## config.mk

```make
export PLATFORM = sky130hd
export DESIGN_NAME = cool_heat_controller
export DESIGN_NICKNAME = d
export VERILOG_FILES = /design/src/rtl/cool_heat_pkg.sv /design/src/rtl/cool_heat_controller_speed_ramp.sv /design/src/rtl/cool_heat_controller.sv
export SDC_FILE = /design/constraint.sdc
export NUM_CORES = 1
export LEC_CHECK = 0
export CAP_MARGIN = 20
export CORE_MARGIN = 2
export CORE_UTILIZATION = 50
export DETAILED_ROUTE_END_ITERATION = 16
export DONT_BUFFER_PORTS = 1
export PLACE_DENSITY_LB_ADDON = 0.2
export SYNTH_ARGS = -nofsm -noshare
export SYNTH_HDL_FRONTEND = slang
export SYNTH_SLANG_ARGS = --single-unit
```

## constraint.sdc

```tcl
create_clock -name clk -period 9.7 [get_ports clk]
set_input_delay 1.455 -clock clk [delete_from_list [all_inputs] [get_ports clk]]
set_output_delay 1.455 -clock clk [all_outputs]
set_load 0.02 [all_outputs]
```

## src/rtl/cool_heat_pkg.sv

```systemverilog
// Shared types and defaults for the cool/heat fan controller.
// Holds mode encodings, speed range and the default thresholds.
package cool_heat_pkg;

  typedef enum logic [1:0] {
    ST_IDLE = 2'b00,
    ST_COOL = 2'b01,
    ST_HEAT = 2'b10
  } state_t;

  localparam int SPEED_W   = 8;
  localparam int SPEED_MAX = 255;

  localparam int D_COOL_ON   = 35;
  localparam int D_COOL_OFF  = 25;
  localparam int D_HEAT_ON   = 15;
  localparam int D_HEAT_OFF  = 20;
  localparam int D_GAIN      = 8;
  localparam int D_MIN_SPEED = 32;
  localparam int D_STEP      = 16;
  localparam int D_RAMP_DIV  = 4;

  function automatic logic [SPEED_W-1:0] sat8(
    input logic [15:0] v
  );
    return (v > 16'(SPEED_MAX)) ? SPEED_W'(SPEED_MAX)
                                : v[SPEED_W-1:0];
  endfunction

endpackage

```

## src/rtl/cool_heat_controller_speed_ramp.sv

```systemverilog
// Slew limiter: free-running tick divider, speed steps toward target.
// Ports: clk, rst (sync, high), target[7:0] in, speed[7:0] out.
module speed_ramp
  import cool_heat_pkg::*;
#(
  parameter int STEP     = D_STEP,
  parameter int RAMP_DIV = D_RAMP_DIV
) (
  input  logic               clk,
  input  logic               rst,
  input  logic [SPEED_W-1:0] target,
  output logic [SPEED_W-1:0] speed
);

  localparam int CW = (RAMP_DIV > 1) ? $clog2(RAMP_DIV) : 1;

  logic [CW-1:0]      ramp_cnt;
  logic               tick;
  logic [SPEED_W:0]   up;
  logic [SPEED_W-1:0] gap;
  logic [SPEED_W-1:0] speed_nxt;

  assign tick = (ramp_cnt == CW'(RAMP_DIV - 1));
  assign up   = {1'b0, speed} + (SPEED_W+1)'(STEP);
  assign gap  = speed - target;

  always_comb begin
    speed_nxt = speed;
    unique case (1'b1)
      tick && (speed < target):
        speed_nxt = (up >= {1'b0, target}) ? target
                                           : up[SPEED_W-1:0];
      tick && (speed > target):
        speed_nxt = (gap <= SPEED_W'(STEP)) ? target
                                            : speed - SPEED_W'(STEP);
      default: speed_nxt = speed;
    endcase
  end

  always_ff @(posedge clk) begin
    if (rst) begin
      ramp_cnt <= '0;
      speed    <= '0;
    end else begin
      ramp_cnt <= tick ? '0 : ramp_cnt + CW'(1);
      speed    <= speed_nxt;
    end
  end

endmodule

```

## src/rtl/cool_heat_controller.sv

```systemverilog
// Hysteretic cool/heat mode FSM with proportional fan target.
// Ports: clk, rst, temp[7:0], temp_valid -> speed, cooler_on, heater_on, state.
module cool_heat_controller
  import cool_heat_pkg::*;
#(
  parameter int COOL_ON   = D_COOL_ON,
  parameter int COOL_OFF  = D_COOL_OFF,
  parameter int HEAT_ON   = D_HEAT_ON,
  parameter int HEAT_OFF  = D_HEAT_OFF,
  parameter int GAIN      = D_GAIN,
  parameter int MIN_SPEED = D_MIN_SPEED,
  parameter int STEP      = D_STEP,
  parameter int RAMP_DIV  = D_RAMP_DIV
) (
  input  logic               clk,
  input  logic               rst,
  input  logic [7:0]         temp,
  input  logic               temp_valid,
  output logic [SPEED_W-1:0] speed,
  output logic               cooler_on,
  output logic               heater_on,
  output logic [1:0]         state
);

  state_t             st_q;
  state_t             st_nxt;
  logic [7:0]         temp_q;
  logic               seen;
  logic [7:0]         err;
  logic [15:0]        prod;
  logic [SPEED_W-1:0] sat;
  logic [SPEED_W-1:0] target;

  assign state = st_q;

  always_ff @(posedge clk) begin
    if (rst) begin
      temp_q <= '0;
      seen   <= 1'b0;
    end else if (temp_valid) begin
      temp_q <= temp;
      seen   <= 1'b1;
    end
  end

  always_comb begin
    st_nxt = st_q;
    if (seen) begin
      unique case (st_q)
        ST_IDLE: begin
          if (temp_q >= 8'(COOL_ON))
            st_nxt = ST_COOL;
          else if (temp_q <= 8'(HEAT_ON) && speed == '0)
            st_nxt = ST_HEAT;
        end
        ST_COOL:
          if (temp_q <= 8'(COOL_OFF)) st_nxt = ST_IDLE;
        ST_HEAT:
          if (temp_q >= 8'(HEAT_OFF)) st_nxt = ST_IDLE;
        default: st_nxt = ST_IDLE;
      endcase
    end
  end

  always_ff @(posedge clk) begin
    if (rst) begin
      st_q      <= ST_IDLE;
      cooler_on <= 1'b0;
      heater_on <= 1'b0;
    end else begin
      st_q      <= st_nxt;
      cooler_on <= (st_nxt == ST_COOL);
      heater_on <= (st_nxt == ST_HEAT);
    end
  end

  // Error saturates at zero: for one clock after a new sample crosses
  // the reference, state still shows the old mode and must not wrap.
  always_comb begin
    err = '0;
    unique case (st_q)
      ST_COOL:
        err = (temp_q > 8'(COOL_OFF)) ? temp_q - 8'(COOL_OFF) : '0;
      ST_HEAT:
        err = (temp_q < 8'(HEAT_OFF)) ? 8'(HEAT_OFF) - temp_q : '0;
      default: err = '0;
    endcase
  end

  assign prod = 16'(err) * 16'(GAIN);
  assign sat  = sat8(prod);

  always_comb begin
    target = '0;
    if (st_q != ST_IDLE)
      target = (sat < SPEED_W'(MIN_SPEED)) ? SPEED_W'(MIN_SPEED) : sat;
  end

  speed_ramp #(
    .STEP     (STEP),
    .RAMP_DIV (RAMP_DIV)
  ) u_ramp (
    .clk    (clk),
    .rst    (rst),
    .target (target),
    .speed  (speed)
  );

endmodule

```

==> results of run 1 <==
## logic make-up after synthesis
family          count (synthesis)  synth area share, %
compound gates                 59                 20.9
flops                          21                 21.6
buf+inv                        22                 6.05
fa+ha+maj                      24                 15.5
xor+xnor                        5                 2.25
mux                            12                 6.25
simple gates                  100                 27.5
## area by class of cell
cell class	count	area (um^2)
Tap cell	48	60.1
Clock inverter	1	5.00
Inverter	12	45.0
Clock buffer	3	41.3
Multi-Input combinational cell	200	1410
Sequential cell	21	420
Fill cell	363	1710
## layer usage
layer / part of all wire, % / vias up
li1: - / 868
met1: 50 / 774
met2: 42 / 53
met3: 5.7 / 11
met4: 2.3 / 0
met5: 0 / -
## synthesized netlist by cell type (3+ instances only)
cell type / n / area (um^2)
xnor2_1: 3 / 26.3
a211oi_1: 5 / 37.5
nand4b_1: 5 / 43.8
a31oi_1: 4 / 25.0
nand2_1: 16 / 60.1
clkbuf_1: 3 / 11.3
nor2b_1: 4 / 25.0
buf_4: 3 / 22.5
mux2i_1: 11 / 110
nor3_2: 3 / 30.0
nor2_1: 31 / 116
inv_1: 12 / 45.0
nand3_1: 7 / 35.0
ha_1: 24 / 300
and2_1: 3 / 18.8
dfxtp_1: 21 / 420
nand2b_1: 7 / 43.8
buf_6: 3 / 33.8
a21oi_1: 13 / 65.1
nor3_1: 6 / 30.0
o21ai_0: 11 / 55.1
a21o_1: 3 / 22.5
## metrics by stage
| stage | total power, mW | instances | setup slack [ns] |
|---|---|---|---|
| detailed placement | 0.163 | 281 | 5.22 |
| global route | 0.235 | 285 | 4.81 |
| CTS | 0.221 | 285 | 5.21 |
| finish | 0.220 | 285 | 5.23 |
| global placement | 0.163 | 281 | 5.26 |
| floorplan | 0.154 | 243 | 5.69 |
## registers in the layout, indices dropped and copies added (netlist names)
register,cells
temp_q,8
u_ramp.speed,6
state,2
u_ramp.ramp_cnt,2
cooler_on,1
heater_on,1
seen,1
## worst max-delay path: stages (launching register included)
cell,delay [ns]
dfxtp_1,0.49
inv_1,0.08
ha_1,0.28
o21bai_1,0.21
a21oi_1,0.15
a311oi_2,0.43
nor3_2,0.10
or3_1,0.38
ha_1,0.37
nor2_1,0.07
a211oi_2,0.29
mux2_2,0.37
a211oi_1,0.31
nor3_2,0.12
or2_2,0.31
o221a_1,0.27
nor3_1,0.17
## worst max-delay path by stage
stage                 endpoint  slack [ns]  cells after the start
6_report       u_ramp.speed[7]        5.23                     16
4_1_cts        u_ramp.speed[7]        5.21                     16
5_1_grt        u_ramp.speed[7]        4.81                     16
3_5_place_dp   u_ramp.speed[7]        5.22                     16
2_1_floorplan  u_ramp.speed[7]        5.69                     16
3_3_place_gp   u_ramp.speed[7]        5.26                     17
## power breakdown
group | switching, mW | leakage (nW) | total, mW | internal (mW)
logic | 0.0340 | 0.614 | 0.0610 | 0.0270
registers | 0.00976 | 0.172 | 0.101 | 0.0914
clock network | 0.0291 | 0.0255 | 0.0578 | 0.0287
total | 0.0729 | 0.812 | 0.220 | 0.147
==> run_results.csv, run 1 <==
group,metric,value,unit
clocking,clock-sinks,21,
setup_path,start_kind,"flop",
power_and_ir_drop,peakVddDrop,0.0000850,V
timing,max_freq,0.224,GHz
setup_path,rrSetupSlack,5.23,ns
synthesis,syn_area_per_cell,8.00,um^2
setup_path,critPathMaxFanout,10,
global_route,grt.met1_usage,29.3,%
setup_path,cp.arrival,4.66,ns
routing,finalWirelength,4.16,mm
final_layout,final_common_cell,"nor2_1",
final_layout,layout_common_cells,"nor2_1, ha_1, dfxtp_1",
timing,finalSetupTns,0,ns
routing,wl_per_cell,14.6,um
clocking,path_clk_slew,0.08,ns
clocking,post-cts-setup-buffers,0,
synthesis,ys.flop_type,"dfxtp_1",
timing,rsz0062_at_grt,"no",
global_route,top_usage_layer,"met2",
setup_path,required,9.89,ns
clocking,cts_root_buffer,"clkbuf_8",
timing,min_period,4.47,ns
setup_path,worstReg2RegStart,"temp_q[0]",
final_layout,final_area,0.00198,mm^2
clocking,cts-htree-levels,1,
timing,relSlewSlack,46.9,%
synthesis,netlist_area,0.00194,mm^2
routing,dr_total_vias,1706,
floorplan,core.rowCount,22,
routing,viasPerCell,5.99,
timing,hold_violations,0,
setup_path,critical_path_class,"reg2reg",
synthesis,synthesis.nets,278,
routing,route.antenna.remaining_nets,0,
timing,whs,0.423,ns
floorplan,coreArea,0.00369,mm^2
placement,placed_area,0.00193,mm^2
global_route,use_met3,4.43,%
clocking,numCtsBuffers,3,
timing,setup_viol,0,
clocking,cts_hold_buf,0,
outcome,status,"finished, final reports clean",
global_route,grt_max_degree,20,
timing,worst_slew_pin_slew,0.795,ns
routing,dr.pass1.iters,4,
synthesis,synthDistinctLibCells,55,
setup_path,rr_endpoint,"u_ramp.speed[7]",
routing,drc_errors,0,
power_and_ir_drop,power_leakage,0.812,nW
clocking,ctsLongestPathBuffers,2,
floorplan,die_h,66.3,um
final_layout,syn_to_final_growth,1.74,%
synthesis,syn-instance-count,243,
synthesis,ys_warn_count,0,
floorplan,initial_core_util,52.7,%
clocking,clk_latency,0.26,ns
timing,period_share,46.1,%
global_route,grt_pass1_vias,1564,
floorplan,die_area,0.00440,mm^2
setup_path,crit_path_start,"temp_q[0]",
clocking,ctsResizeCount,0,
worst_hold_path,hold_path_end,"u_ramp.ramp_cnt[0]",
global_route,grtUsageTotal,20.7,%
global_route,antenna_found_initial,0,
global_route,grt_use_met2,30.0,%
global_route,grt_pass1_wl,7.04,mm
routing,drtIter0Drc,105,
floorplan,fp.dieW,66.3,um
global_route,overflow,0,
clocking,cts_tree,"built",
synthesis,synth-seq-cells,21,
placement,hpwl,3.17,mm
synthesis,ys_seq_area_share,21.6,%
run,maxCapViolCount,0,
final_layout,final_core_util,53.6,%
floorplan,io_pins,23,
synthesis,synthArstFlopShare,0,%
setup_path,rr_worst_depth,16,
final_layout,drive_gt1_share,6.75,%
final_layout,nets,273,
worst_hold_path,hp-class,"reg2reg",
timing,skew,0.00307,ns
final_layout,diodes,0,
synthesis,synth_edf_count,0,
placement,io_buffer_count,0,
placement,finalWeightedCongestion,0.957,
power_and_ir_drop,power_density,111,mW/mm^2
worst_hold_path,hold_depth,1,
timing,slew_viol_final,0,
setup_path,endpoint_kind,"flop",
worst_hold_path,hp-start,"u_ramp.ramp_cnt[0]",
Note: power is estimated with default switching activity, not from simulation.
==> run 2: changes to the inputs <==
==> constraint.sdc (replaced) <==
create_clock -name clk -period 4.5 [get_ports clk]
set_input_delay 0.675 -clock clk [delete_from_list [all_inputs] [get_ports clk]]
set_output_delay 0.675 -clock clk [all_outputs]
set_load 0.02 [all_outputs]
==> run_results.csv, run 2 (synthesis gave the netlist of run 1 again) <==
group,metric,value,unit
global_route,overflow,0,
final_layout,drive_gt1_share,12.3,%
setup_path,endpoint_kind,"flop",
setup_path,crit_top_cell,"nor3_2",
routing,drtIter0Drc,89,
clocking,cts-htree-levels,1,
placement,placed_area,0.00197,mm^2
setup_path,critPathSlowestCell,"or4_4",
routing,dr_total_vias,1742,
floorplan,die_area,0.00440,mm^2
floorplan,die_h,66.3,um
global_route,grt_pass1_wl,6.98,mm
placement,hpwl,3.25,mm
timing,worst_slew_pin_slew,0.770,ns
floorplan,initial_core_util,52.7,%
timing,hold_violations,0,
outcome,status,"finished, final reports clean",
clocking,clock-sinks,21,
final_layout,syn_to_final_growth,6.12,%
setup_path,path_buf_inv,1,
final_layout,regMostFlops,"temp_q",
setup_path,critical_path.cell_chain,"or4_1 -> nand4b_1 -> o211ai_1 -> or4_4 -> nor3_2 -> nor3_2 -> inv_1 -> ha_2 -> a211oi_2 -> mux2_2 -> a211oi_1 -> nor3_2 -> or2_2 -> o221a_1 -> nor3_1",
setup_path,rr_worst_depth,15,
setup_path,crit_path_max_incr_delay,0.56,ns
routing,wl_per_cell,14.5,um
setup_path,required,4.68,ns
timing,timing.final.ws_setup,0.267,ns
floorplan,coreArea,0.00369,mm^2
timing,finalSetupTns,0,ns
final_layout,final_area,0.00206,mm^2
clocking,ctsLongestPathBuffers,2,
timing,setup_viol,0,
final_layout,largest_register_ff_count,8,
setup_path,critical_path_class,"reg2reg",
clocking,cts_tree,"built",
power_and_ir_drop,power_leakage,0.849,nW
final_layout,final_common_cell,"nor2_1",
power_and_ir_drop,power_density,233,mW/mm^2
placement,finalWeightedCongestion,0.907,
setup_path,cp.arrival,4.41,ns
timing,slew_viol_final,0,
placement,io_buffer_count,0,
clocking,cts_hold_buf,0,
global_route,grtUsageTotal,20.0,%
clocking,clk_latency,0.26,ns
setup_path,rrSetupSlack,0.27,ns
clocking,numCtsBuffers,3,
global_route,grt_pass1_vias,1542,
setup_path,critPathMaxFanout,14,
final_layout,diodes,0,
routing,finalWirelength,4.24,mm
timing,min_period,4.23,ns
routing,viasPerCell,5.97,
global_route,grt_max_degree,20,
floorplan,fp.dieW,66.3,um
clocking,path_clk_slew,0.08,ns
setup_path,path_depth,15,
setup_path,start_kind,"flop",
timing,max_freq,0.236,GHz
run,maxCapViolCount,0,
routing,drc_errors,0,
floorplan,io_pins,23,
timing,relSlewSlack,48.6,%
floorplan,core.rowCount,22,
global_route,antenna_found_initial,0,
setup_path,crit_family,"simple AND/OR/NAND/NOR gates",
timing,period_share,94.1,%
final_layout,layout_common_cells,"nor2_1, ha_1, dfxtp_1",
final_layout,nets,280,
timing,skew,0.00860,ns
worst_hold_path,hold_depth,1,
power_and_ir_drop,peakVddDrop,0.000221,V
clocking,cts_root_buffer,"clkbuf_8",
placement,dp_slack,0.0845,ns
final_layout,reg.largest.list,"temp_q (8), u_ramp.speed (6)",
routing,dr.pass1.iters,4,
routing,route.antenna.remaining_nets,0,
worst_hold_path,hp-class,"reg2reg",
## run 2: cell types whose count changed in the layout (fill, tap and decap cells not counted), sizes merged
cell / before / now
clkbuf: 3 / 4
buf: 0 / 7
clkinv: 1 / 0
## run 2: path summary, 6_finish.rpt
check,end,startpoint
worst max-delay path,u_ramp.speed[7],temp_q[3]
worst min-delay path,u_ramp.ramp_cnt[0],u_ramp.ramp_cnt[0]
worst max register to register,u_ramp.speed[7],temp_q[3]
worst min register to register,u_ramp.ramp_cnt[0],u_ramp.ramp_cnt[0]
## run 2: per-stage QoR
stage | util, % | hold slack (ns) | instances | total power, mW
finish | 55.9 | 0.423 | 292 | 0.481
detailed placement | 53.4 | 0.420 | 286 | 0.353
global route | 55.9 | 0.445 | 292 | 0.508
CTS | 54.6 | 0.430 | 290 | 0.476
floorplan | - | 0.406 | 243 | 0.332
global placement | 53.4 | 0.417 | 286 | 0.352
## run 2: area by class of cell
cell class / instances / area (um^2)
fillers: 352 / 1630
multi-input cells: 200 / 1440
flip-flops and latches: 21 / 424
well taps: 48 / 60.1
repair buffers: 7 / 52.6
clock buffers: 4 / 45.0
inverters: 12 / 45.0
## run 2: metal layers
layer  up-vias  GRT usage (%)  part of all wire [%]
li1        884              -                     -
met1       793           28.9                    49
met2        60           30.0                    43
met3         5           3.41                   6.7
met4         0           6.38                   1.1
met5         -              0                     0
## run 2: what timing repair did
item	4_1_cts	5_1_grt
endpoints found under the setup margin	0	6
gates resized for setup	0	12
buffers inserted	0	2
## run 2: where the power goes
group,leakage [nW],internal (mW),switching [mW]
Sequential,0.173,0.197,0.0166
Combinational,0.653,0.0635,0.0805
Clock,0.0228,0.0631,0.0597
